**config.mk**
```make
export PLATFORM = sky130hd
export DESIGN_NAME = out_fifo_sc
export DESIGN_NICKNAME = d
export VERILOG_FILES = /design/src/rtl/usb_fifo_pkg.sv /design/src/rtl/out_fifo_sc.sv
export SDC_FILE = /design/constraint.sdc
export NUM_CORES = 1
export LEC_CHECK = 0
export CORE_MARGIN = 2
export CORE_UTILIZATION = 54
export DETAILED_ROUTE_END_ITERATION = 8
export DONT_BUFFER_PORTS = 1
export MAX_ROUTING_LAYER = met4
export PLACE_DENSITY_LB_ADDON = 0.08
export SETUP_SLACK_MARGIN = 0.4
export SLEW_MARGIN = 20
export SYNTH_ARGS = -nofsm -noshare
export SYNTH_HDL_FRONTEND = slang
export SYNTH_SLANG_ARGS = --single-unit
```
**constraint.sdc**
```tcl
create_clock -name clk_i -period 5.38 [get_ports clk_i]
set_clock_uncertainty 0.1 [all_clocks]
set_input_delay 0.807 -clock clk_i [delete_from_list [all_inputs] [get_ports clk_i]]
set_output_delay 0.807 -clock clk_i [all_outputs]
set_load 0.1 [all_outputs]
```
**src/rtl/usb_fifo_pkg.sv**
```systemverilog
// Shared helpers and defaults for the USB IN/OUT endpoint FIFOs.
// Pointers wrap at an arbitrary buffer length, so they are not power-of-two masks.
package usb_fifo_pkg;

  localparam int MAXPACKETSIZE_DEFAULT = 8;
  localparam int BUFFER_LENGTH_DEFAULT = 16;

  function automatic int ceil_log2(input int unsigned value);
    int result;
    result = 1;
    for (int i = 1; i < 32; i++) begin
      if ((32'd1 << (i - 1)) < value) begin
        result = i;
      end
    end
    return result;
  endfunction

  function automatic int unsigned ptr_inc(input int unsigned ptr, input int unsigned len);
    return (ptr == len - 32'd1) ? 32'd0 : ptr + 32'd1;
  endfunction

  // Distance from first to last going forward around a ring of len slots.
  function automatic int unsigned ptr_dist(input int unsigned last, input int unsigned first,
                                           input int unsigned len);
    return (last >= first) ? (last - first) : (last + len - first);
  endfunction

endpackage

```
**src/rtl/out_fifo_sc.sv**
```systemverilog
// USB full-speed OUT endpoint FIFO: speculative packet writes from the SIE,
// commit or rollback at end of packet, committed bytes drained by the app.
module out_fifo_sc
  import usb_fifo_pkg::*;
#(
  parameter int OUT_MAXPACKETSIZE = MAXPACKETSIZE_DEFAULT,
  parameter int OUT_BUFFER_LENGTH = BUFFER_LENGTH_DEFAULT
) (
  input  logic       clk_i,
  input  logic       rstn_i,
  input  logic       clk_gate_i,
  input  logic [7:0] out_data_i,
  input  logic       out_valid_i,
  input  logic       out_ready_i,
  input  logic       out_err_i,
  output logic       out_full_o,
  output logic       out_empty_o,
  output logic [7:0] app_out_data_o,
  output logic       app_out_valid_o,
  input  logic       app_out_ready_i
);

  localparam int PTR_W = ceil_log2(OUT_BUFFER_LENGTH);

  logic [PTR_W-1:0] first_q;
  logic [PTR_W-1:0] last_q;
  logic [PTR_W-1:0] last_qq;
  logic             ovf_q;
  logic [7:0]       storage_q [OUT_BUFFER_LENGTH];

  logic [PTR_W-1:0] first_inc_s;
  logic [PTR_W-1:0] last_qq_inc_s;
  logic [PTR_W-1:0] spec_end_s;
  logic [PTR_W-1:0] first_d_s;
  logic [PTR_W-1:0] last_d_s;
  logic [PTR_W-1:0] last_qq_d_s;
  logic             wr_s;
  logic             drop_s;
  logic             eop_s;
  logic             pop_s;
  logic             ovf_d_s;
  logic             full_d_s;
  int unsigned      used_s;

  // Next-state pointers; full is judged on post-update pointers so a pop counts at once.
  always_comb begin
    first_inc_s   = PTR_W'(ptr_inc(32'(first_q), OUT_BUFFER_LENGTH));
    last_qq_inc_s = PTR_W'(ptr_inc(32'(last_qq), OUT_BUFFER_LENGTH));
    wr_s          = clk_gate_i & out_valid_i & (last_qq_inc_s != first_q);
    drop_s        = clk_gate_i & out_valid_i & (last_qq_inc_s == first_q);
    eop_s         = clk_gate_i & out_ready_i;
    pop_s         = (first_q != last_q) & app_out_ready_i;
    spec_end_s    = wr_s ? last_qq_inc_s : last_qq;
    first_d_s     = pop_s ? first_inc_s : first_q;
    last_d_s      = (eop_s & ~out_err_i) ? spec_end_s : last_q;
    last_qq_d_s   = (eop_s & out_err_i) ? last_q : spec_end_s;
    ovf_d_s       = eop_s ? 1'b0 : (ovf_q | drop_s);
    used_s        = ptr_dist(32'(last_d_s), 32'(first_d_s), OUT_BUFFER_LENGTH);
    full_d_s      = ((32'(OUT_BUFFER_LENGTH) - 32'd1 - used_s) < 32'(OUT_MAXPACKETSIZE));
  end

  // Pointer, overflow, storage and full-flag registers.
  always_ff @(posedge clk_i) begin
    if (!rstn_i) begin
      first_q    <= '0;
      last_q     <= '0;
      last_qq    <= '0;
      ovf_q      <= 1'b0;
      out_full_o <= 1'b0;
      for (int i = 0; i < OUT_BUFFER_LENGTH; i++) begin
        storage_q[i] <= 8'd0;
      end
    end else begin
      first_q <= first_d_s;
      last_q  <= last_d_s;
      last_qq <= last_qq_d_s;
      ovf_q   <= ovf_d_s;
      if (wr_s) begin
        storage_q[last_qq] <= out_data_i;
      end
      if (clk_gate_i) begin
        out_full_o <= full_d_s;
      end
    end
  end

  assign app_out_data_o  = storage_q[first_q];
  assign app_out_valid_o = (first_q != last_q);
  assign out_empty_o     = (first_q == last_q);

endmodule

```
==> key figures <==
Global route
  • Vias in the first global route: a little over 4000
  • Initial antenna violation count: 0
  • Grt total ovfl: 0
  • First-pass GRT wire length: about 24000 um
  • Largest net degree at the start of global routing: 35
  • All-Layer GR Usage: 26.8%

Drt
  • DR vias: between 3000 and 4000
  • Routed WL: approximately 16000 um
  • DR WL/cell: around 23 um
  • Post-DRT Antenna Nets: 0
  • Drt first pass iters: 4
  • Via density: roughly 6
  • Drt drc: 0
  • DR iter-0 viols: between 300 and 400

Clock network
  • TritonCTS Sinks: approximately 140
  • Root buffer cell: clkbuf_16
  • CTS Buf Count: 17
  • H-tree depth: 4
  • # resized after CTS: 0
  • Clock buffer depth: 2
  • CTS Hold Buffers Added: 0
  • Post-CTS Setup Bufs: 0
  • Clk slew on worst S/H paths: about 0.050 ns
  • CTS tree: built
  • Clk_lat worst skew: 0.42 ns

Floorplan
  • Die area: between 0.01 and 0.015 mm^2
  • Row cnt: 40
  • Core Box Area: ~0.012 mm^2
  • Initial core utilization: between 50 and 60%
  • Die height: 115 um
  • Die width: roughly 120 um
  • Number of top-level pins: 26

Power and ir drop
  • LEAKAGE: approximately 0.0024 uW
  • Total Power: ~2700 uW
  • Peak VDD IR: ~0.00023 V
  • Pwr dens: 370 mW/mm^2

Cells and area
  • Final #Nets: around 520
  • Share of post-route cells with drive strength above 1: approximately 17%
  • ANT cells: 0
  • Layout Area Growth over Synthesis: 9.19%
  • Util after Layout: about three fifths

Timing
  • RSZ-0062 raised after global routing: no
  • Final Critical Period: 3.91 ns
  • Setup TNS: 0 ns
  • Final hold viol count: 0
  • Hold Slack: between 0.4 and 0.5 ns
  • Worst slew margin: between 20% and 30%
  • Worst Tran Pin Value: about 1.1 ns
  • Period utilisation layout: 72.7%
  • Count of final setup violators: 0
  • Final setup margin: between 1 and 1.5 ns
  • Fmax: 256 MHz
  • Final Max Slew Viols: 0

Yosys
  • Mapped Avg Cell Area: between 10 and 15 um^2
  • Top-area cell type share of the netlist area: between 50% and 60%
  • Post-Syn Nets: about 520
  • Synth cell types: 43
  • Post-Synthesis Cells: between 400 and 500
  • Top FF cell, synth: edfxtp_1
  • Ranking of synthesized cells by area: edfxtp_1, mux4_2, nor2_1, dfxtp_1, nand2_1
  • Synth Cell Area: 0.00671 mm^2
  • Synth area leader: edfxtp_1
  • Seq/Total Area, Yosys: a little over 60%
  • Number of synthesized register bits: approximately 140
  • Synth warn: 0
  • Ys async rst share: 0%
  • Post-synth EDFFs: around 130

Worst setup path
  • Worst r2r src: last_qq[0]$_SDFF_PN0_
  • CP Cell Sequence: buf_4 > mux4_2 > mux4_2
  • Worst-path maximum fanout: 21
  • Slowest CP cell: mux4_2
  • CP most frequent cell: mux4_2
  • Worst Reg2Reg Path Length in Cells: 13
  • Critical path arrival: around 3 ns
  • R2r setup slk: around 1.8 ns
  • Worst r2r dst: out_full_o$_SDFFE_PN0P_
  • CP peak stage delay: between 0.7 and 0.8 ns
  • Crit path kind: flop to output pin
  • CP Capture Type: output pin
  • Critical Path Start Type: flop
  • Required time worst endpoint: between 4 and 5 ns

Placement
  • HPWL Detailed: 10200 um
  • Gp weighted congestion: just under 0.8
  • Input/output buffers: 0
  • Pre-CTS setup slack: about 1.8 ns

Min path
  • Worst hold stages: 1
  • Hold EP: first_q[0]$_SDFF_PN0_
  • Worst Hold Launch: rstn_i
  • Hold WC Path Type: input port to flop

Flow run
  • Max Cap Viol: 0

Status
  • Status: finished, final reports clean
[cells by family (layout without fill, tap and decap cells)]
kind of cell / count (synthesis) / after routing / share of synthesized area [%]
AND/OR/NAND/NOR: 203 / 203 / 13.1
buffers and inverters: 37 / 52 / 3.60
adder cells (fa/ha/maj): 10 / 10 / 1.86
multiplexers: 43 / 43 / 13.9
AO/OA/AOI/OAI: 52 / 52 / 4.89
XOR/XNOR: 10 / 10 / 1.53
flip-flops: 141 / 141 / 61.2
[state kept, by name (all words and copies together), names as in the netlist]
signal and count:
storage_q 128, out_full_o 1, first_q 4, last_qq 4, last_q 4
[where the power goes]
part           leakage (uW)  switching (uW)  total [uW]  internal [uW]
clock              0.000245             421        1050            624
sequential          0.00143            40.4        1280           1240
combinational      0.000717             257         383            126
total               0.00239             719        2710           1990
[routing by layer]
layer,global-route usage [%],vias to the layer above,share of wire (%)
met4,8.43,0,1.8
met1,35.2,1982,41
met3,7.17,24,7.5
met2,41.3,151,50
li1,-,1824,-
met5,-,-,0
[area by class of cell]
cell class              instances  area [um^2]
clock buffers                  22          444
clock inverters                10         73.8
fillers                       941         4740
inverters                       6         22.5
multi-input cells             318         2360
flip-flops and latches        141         4110
well taps                     168          210
repair buffers                 14          105
[how the worst max path moves through the flow]
stage / startpoint / endpoint / slack (ns) / cells after the start
finish: first_q[0]$_SDFF_PN0_ / app_out_data_o[1] / 1.47 / 3
CTS: first_q[0]$_SDFF_PN0_ / app_out_data_o[6] / 1.41 / 3
global placement: last_qq[2]$_SDFF_PN0_ / out_full_o$_SDFFE_PN0P_ / 1.81 / 11
detailed placement: last_qq[0]$_SDFF_PN0_ / out_full_o$_SDFFE_PN0P_ / 1.77 / 13
floorplan: first_q[1]$_SDFF_PN0_ / out_empty_o / 1.58 / 4
global route: first_q[0]$_SDFF_PN0_ / app_out_data_o[5] / 1.29 / 3
[cell usage after synthesis, types with 6 or more instances]
master    number
nor2_1       134
edfxtp_1     128
nand2_1       41
mux4_2        40
o21ai_0       26
buf_6         13
dfxtp_1       13
a21oi_1       11
clkbuf_1      11
ha_1          10
nor2b_1        7
xnor2_1        6
[critical path: cells and delay by family, from the launching register on]
family / cells / cell delay, ns
buffers and inverters: 1 / 0.48
DFF: 1 / 0.73
muxes: 2 / 1.35
[stage by stage]
step / area [um^2] / std cells
after global routing: 7330 / 679
after detailed placement: 6810 / 647
after global placement: 6810 / 647
after CTS: 7330 / 679
final: 7330 / 679
after floorplan: 6710 / 496
[cell usage in the layout (no fill, tap or decap), drive strengths merged, types with 6 or more instances in the layout]
cell | synthesis | final
clkbuf | 11 | 22
mux4 | 40 | 40
buf | 20 | 14
clkinv | 0 | 7
edfxtp | 128 | 128
nor2 | 135 | 135
nand3 | 8 | 8
inv | 6 | 6
ha | 10 | 10
o21ai | 26 | 26
a21oi | 12 | 12
xnor2 | 6 | 6
nand2 | 41 | 41
nor2b | 7 | 7
dfxtp | 13 | 13
No activity file was read; power rests on OpenSTA's default activity.
